$ cat src/rtl/booth_pkg.sv
// booth_pkg: shared ALU codes and status bit indices for the Booth multiplier datapath
package booth_pkg;
  localparam logic [2:0] FN_ADD = 3'b100;
  localparam logic [2:0] FN_SUB = 3'b110;
  localparam int ST_QM1  = 0;
  localparam int ST_Q0   = 1;
  localparam int ST_Q1   = 2;
  localparam int ST_MSGN = 3;
  localparam int ST_OVF  = 4;
  localparam int ST_DONE = 5;
endpackage

$ cat src/rtl/booth_alu.sv
// booth_alu: combinational ADD/SUB/NOP on the accumulator with signed-overflow flag
module booth_alu
  import booth_pkg::*;
#(
  parameter int WIDTH = 8
) (
  input  logic [WIDTH-1:0] a,
  input  logic [WIDTH-1:0] m,
  input  logic [2:0]       funsel,
  output logic [WIDTH-1:0] r,
  output logic             ovf
);
  logic is_add, is_sub;
  // funsel[0] is a don't-care, so it is masked off before decoding
  assign is_add = (funsel & 3'b110) == FN_ADD;
  assign is_sub = (funsel & 3'b110) == FN_SUB;
  always_comb begin
    r = is_add ? a + m : is_sub ? a - m : a;
    ovf = is_add ? (a[WIDTH-1] == m[WIDTH-1]) && (r[WIDTH-1] != a[WIDTH-1])
        : is_sub ? (a[WIDTH-1] != m[WIDTH-1]) && (r[WIDTH-1] != a[WIDTH-1])
        : 1'b0;
  end
endmodule

$ cat src/rtl/booth_datapath.sv
// booth_datapath: M/A/Q/Q_1 registers, step counter and shifter for the sequential Booth multiplier.
// Optional BOOTH_DP_OVF_EN adds a sticky signed-overflow flag on status[4].
module booth_datapath
  import booth_pkg::*;
#(
  parameter int WIDTH = 8
) (
  input  logic               clk,
  input  logic               reset,
  input  logic [WIDTH-1:0]   din_m,
  input  logic [WIDTH-1:0]   din_q,
  input  logic               ald,
  input  logic               pld,
  input  logic               xld,
  input  logic               cntld,
  input  logic               control,
  input  logic [2:0]         funsel,
  output logic [5:0]         status,
  output logic [2*WIDTH-1:0] product
);
  localparam int CW = $clog2(WIDTH + 1);
  logic [WIDTH-1:0] m, a, q, r;
  logic             q_1, alu_ovf, ovf, step;
  logic [CW-1:0]    cnt;
  booth_alu #(.WIDTH(WIDTH)) u_alu (.a(a), .m(m), .funsel(funsel), .r(r), .ovf(alu_ovf));
  // any load strobe wins over a step in the same cycle
  assign step = control && !(ald || pld || xld || cntld) && cnt != '0;
  always_ff @(posedge clk) begin
    if (!reset) begin
      m <= '0;
      a <= '0;
      q <= '0;
      q_1 <= 1'b0;
      cnt <= '0;
    end else begin
      if (ald) begin
        a <= '0;
        q_1 <= 1'b0;
      end
      if (pld) q <= din_q;
      if (xld) m <= din_m;
      if (cntld) cnt <= CW'(WIDTH);
      if (step) begin
        {a, q, q_1} <= {r[WIDTH-1], r, q};
        cnt <= cnt - 1'b1;
      end
    end
  end
`ifdef BOOTH_DP_OVF_EN
  always_ff @(posedge clk) begin
    if (!reset || ald) ovf <= 1'b0;
    else if (step && alu_ovf) ovf <= 1'b1;
  end
`else
  logic unused_ovf;
  assign unused_ovf = alu_ovf;
  assign ovf = 1'b0;
`endif
  always_comb begin
    status = '0;
    status[ST_QM1] = q_1;
    status[ST_Q0] = q[0];
    status[ST_Q1] = q[1];
    status[ST_MSGN] = m[WIDTH-1];
    status[ST_OVF] = ovf;
    status[ST_DONE] = cnt == '0;
  end
  assign product = {a, q};
endmodule
$ cat config.mk
export PLATFORM = sky130hd
export DESIGN_NAME = booth_datapath
export DESIGN_NICKNAME = d
export VERILOG_FILES = /design/src/rtl/booth_pkg.sv /design/src/rtl/booth_alu.sv /design/src/rtl/booth_datapath.sv
export SDC_FILE = /design/constraint.sdc
export NUM_CORES = 1
export LEC_CHECK = 0
export CORE_MARGIN = 4
export CORE_UTILIZATION = 45
export DETAILED_ROUTE_END_ITERATION = 8
export GPL_ROUTABILITY_DRIVEN = 1
export PLACE_DENSITY = 0.79
export SETUP_SLACK_MARGIN = 0.15
export SLEW_MARGIN = 20
export SYNTH_ARGS = -nofsm -noshare
export SYNTH_HDL_FRONTEND = slang
export SYNTH_SLANG_ARGS = --single-unit
export TNS_END_PERCENT = 50
$ cat constraint.sdc
create_clock -name clk -period 7.36 [get_ports clk]
set_clock_uncertainty 0.2 [all_clocks]
set_input_delay 1.472 -clock clk [delete_from_list [all_inputs] [get_ports clk]]
set_output_delay 1.472 -clock clk [all_outputs]
set_load 0.05 [all_outputs]
# == After elaboration in Yosys (flattened, before gate mapping) ==
# Cells that the tools add are included.
# totals
reg_bits,29
inputBits,26
out_inout_bits,22
wordCells,31
# classes
n_addsub,3
n_eq_ne,2
muxes,10
reduce_logical,11
# ops
operator,n
8-bit 2-to-1 mux,6
8-bit adder,1
4-bit 2-to-1 mux,2
8-bit subtractor,1
2-bit nonzero test,3
"2-bit equality test, second input constant",2
4-bit zero test,1
4-bit nonzero test,1
"4-bit by 1-bit subtractor with 4-bit output, second input constant",1
1-bit logical OR,3
1-bit logical AND,2
1-bit 2-to-1 mux,2
1-bit zero test,1

# == Logic depth before layout (Yosys ltp) ==
# logic_depth
ltp_word,7
ltp_mapped,9
ltp_nobuf,8

# == Hierarchy ==
# From an unflattened synthesis, not the netlist that was laid out.
# unflattened
cells_unflattened,230
hier_area_um2,2042.0
# by_module_without_submodules
module,n_inst,cells_per_inst,area_each_um2,seq_area_each_um2
booth_datapath,1,125,1263.7,560.5
booth_alu,1,105,778.2,0.0

# == Worst setup path after synthesis ==
# OpenSTA, ideal clock, no wires.
# synth_timing
path_kind,register to output
from,reg cnt[0]
to,out status[5]
arrival_time_ns,1.792
required_time_ns,5.688
slack_ns,3.896
path_stages_with_launch,4
path_buffers,0
path_cell_list,dfxtp_1 > inv_1 > ha_1 > nor3b_1
# synth_between
elab_chain_cells,1
# synth_rtl
item,line_no,text
from (decl),booth_datapath.sv:24,logic [CW-1:0] cnt;
from (signal assigned),booth_datapath.sv:42,if (cntld) cnt <= CW'(WIDTH);
from (signal assigned),booth_datapath.sv:45,cnt <= cnt - 1'b1;
4-bit zero test,booth_datapath.sv:66,status[ST_DONE] = cnt == '0;
to (decl),booth_datapath.sv:18,"output logic [5:0] status,"
# Every way passes these cells.

# == Worst setup path after layout ==
# layout_timing
from,in xld
to,reg q[7]
# layout_between
elab_chain_cells,6
word_cells_on_any_way,7
classes_between,mux (1); reduce/logical (6)
# layout_rtl
item,line_no,text
from (decl),booth_datapath.sv:14,"input logic xld,"
1-bit logical OR (*) (2 in series),booth_datapath.sv:27,assign step = control && !(ald || pld || xld || cntld) && cnt != '0;
1-bit zero test (*),booth_datapath.sv:27,
1-bit logical AND (*) (2 in series),booth_datapath.sv:27,
8-bit 2-to-1 mux or 2-bit nonzero test (tied branches),n/a,
to (signal assigned),booth_datapath.sv:40,if (pld) q <= din_q;
to (signal assigned),booth_datapath.sv:44,"{a, q, q_1} <= {r[WIDTH-1], r, q};"
to (decl),booth_datapath.sv:22,"logic [WIDTH-1:0] m, a, q, r;"
# Every way passes the cells marked *; elsewhere a longest branch is shown, timed or not.
# A chain may end at the register's enable or synchronous reset.

==> summary.txt <==
Outcome
  • Status: finished, final reports clean

Drt
  • Post-DR vias/cell: 5.39
  • Via count: between 1500 and 2000
  • Routed WL: 4290 um
  • Routed WL per cell: 14.3 um
  • DRC: 0
  • Drt pass-1 iters: 4
  • Antenna viol nets, final: 0
  • Initial DRC Count: 110

Clock tree
  • Post-CTS Setup Bufs: 0
  • Root buffer cell: clkbuf_8
  • Clock H-tree levels: 1
  • Post-cts gate resize count: 0
  • Worst-Skew Late Latency: 0.28 ns
  • Num CTS Buffers: 3
  • Clock tree buffer depth: 2
  • TritonCTS clock tree: done
  • # hold bufs at CTS: 0
  • CTS Sinks: 28
  • CTS clock-pin slew for the worst setup and hold paths: roughly 0.10 ns

Yosys
  • Yosys warnings: 0
  • Syn avg cell area: approximately 8.4 um^2
  • Top cell type's share of synthesized area: 0.301
  • Synth Net Count: 265
  • Mapped cell area: 1860 um^2
  • Post-synth cell types: 47
  • Top post-synthesis cells by area: dfxtp_1, ha_1, a21oi_1, mux2i_1, nor2_1
  • Most used DFF post-synth: dfxtp_1
  • Top cells by count, synth: dfxtp_1, a21oi_1, nor2_1
  • Cells after Synth: about 220
  • Number of flops mapped to enable cells by yosys: 0
  • Post-synth top area cell: dfxtp_1
  • Seq/Total Area, Yosys: 0.301
  • FF+latch count, synth: 28
  • Most common cell in the netlist: dfxtp_1
  • Ys async rst share: 0

Setup path
  • Worst EP arrival: 4.09 ns
  • Worst reg2reg path startpoint: cnt[0]
  • CP max FO: 25
  • CP delay by family, top: simple AND/OR/NAND/NOR gates
  • Critical-path cell list: clkdlybuf4s50_1, nor4_1, nand2_1, nor2_2, nor2_1, a221oi_1, nor2_1
  • Worst R2R End: q[7]
  • WP buf/inv: 1
  • CP Capture Type: flip-flop
  • Crit path launch type: input port
  • Reg2Reg Setup Slack: 4.81 ns
  • Most frequent CP cell: nor2_1
  • CP max stage delay: 0.72 ns
  • Crit Path Class: in2reg
  • R2R cell count: 7
  • Worst Path Required: 7.33 ns
  • Max stage delay cell, worst path: clkdlybuf4s50_1

Global routing
  • Initial antenna violation count: 0
  • Vias in the first global route: between 1500 and 2000
  • First-pass GRT wire length: a little over 7000 um
  • GRT Total Usage: 0.170
  • Pin count of the biggest net entering global routing: 26
  • GR Overflow Total: 0

Timing
  • Worst-Margin Slew: 0.928 ns
  • Final Slew Violations: 0
  • Final setup viols: 0
  • Final hold violation count: 0
  • Crit path time final: 4.13 ns
  • Unrepaired setup endpoints after global routing: false
  • Slew HR: 0.381
  • Hold_ws: 0.279 ns
  • Setup_tns: 0 ns
  • Final Cycle Share: 0.561
  • Fmax: 242 MHz

Floorplan
  • Core area: roughly 4000 um^2
  • # rows: 23
  • Initial core utilization: 0.466
  • I/O Pins: 48
  • Die X: 72.4 um
  • Die footprint: roughly 5200 um^2
  • Chip height: roughly 72 um

Final layout
  • Number of fillers in the final layout: 358
  • Layout cell share with drive strength beyond 1: 0.0400
  • Final-stage net count: 295
  • Ant. Diodes: 0
  • Layout area overhead: 25.0%

Min path
  • WHS Path Cells: 2
  • Hold path endpoint: q[4]
  • Min-delay worst type: reg2reg
  • HP Start: q[4]

Power and ir drop
  • P_leak: 0.928 nW
  • Pwr/cell area: between 150 and 200 nW/um^2
  • Max VDD drop: around 120 uV

Run
  • Max_cap viols: 0

Placed design
  • HPWL Detailed: ~3200 um
  • Final estimated routing congestion in global placement: 0.809
  • # port buffers: 45
## flip-flops by register name, summed over array words and instances, names as in the netlist
register  cells
cnt           4
a             7
q_1           1
q             8
m             8
## power breakdown
group / switching [mW] / internal [mW]
registers: 0.00495 / 0.157
clock network: 0.0517 / 0.0729
logic: 0.0439 / 0.0345
## cell type report
type | count | area [um^2] | share of cell area
clock buffer | 3 | 41.3 | 0.0177
clock inverter | 1 | 30.0 | 0.0129
multi-input combinational | 158 | 1130 | 0.485
sequential | 28 | 561 | 0.240
tap | 50 | 62.6 | 0.0268
timing repair buffer | 45 | 450 | 0.193
inverter | 15 | 56.3 | 0.0242
## through the flow
step	power (mW)	instance area, um^2	cells	util	setup WS (ns)
finish	0.365	2330	300	0.583	3.23
global route	0.379	2330	300	0.583	2.91
detailed placement	0.244	2260	296	0.565	2.90
global placement	0.243	2260	296	0.565	2.92
floorplan	0.218	1860	221	-	3.90
CTS	0.367	2330	300	0.583	3.21
## logic make-up after synthesis
group	Yosys count	share of synthesized area
simple gates	68	0.193
compound gates	55	0.200
buf+inv	35	0.0933
flops	28	0.301
fa+ha+maj	18	0.129
mux	10	0.0537
xor+xnor	6	0.0282
other cells	1	0.00201
## worst min-delay path, stage by stage, from the launching register on
cell     delay [ns]
dfxtp_1        0.34
nand2_1        0.06
a21oi_1        0.05
## routing by layer
| metal | vias to the layer above | part of all wire | GRT usage |
|---|---|---|---|
| met3 | 5 | 0.035 | 0.0235 |
| met1 | 751 | 0.46 | 0.223 |
| li1 | 823 | - | - |
| met2 | 37 | 0.49 | 0.291 |
| met4 | 0 | 0.013 | 0.0438 |
| met5 | - | 0 | 0 |
## layout by cell type, fill, tap and decap left out, types with 3 or more instances in the layout
cell type         n
a211oi_1          3
a21oi_1          20
a22oi_1           7
a31oi_1           3
clkbuf_8          3
clkdlybuf4s50_1  45
dfxtp_1          28
ha_1             16
inv_1            14
mux2i_1          10
nand2_1          17
nor2_1           19
nor3_1            8
nor3b_1           8
o211ai_1          3
o21ai_0           3
o21bai_1          3
xnor2_1           3
xor2_1            3
## worst max-delay path by stage
stage	depth (start not counted)	slack, ns	start	end
floorplan	3	3.90	cnt[0]	status[5]
global placement	7	2.92	xld	q[7]
detailed placement	7	2.90	xld	q[7]
CTS	7	3.21	xld	q[7]
global route	7	2.91	xld	q[7]
finish	7	3.23	xld	q[7]
(Power assumes the default switching activity.)
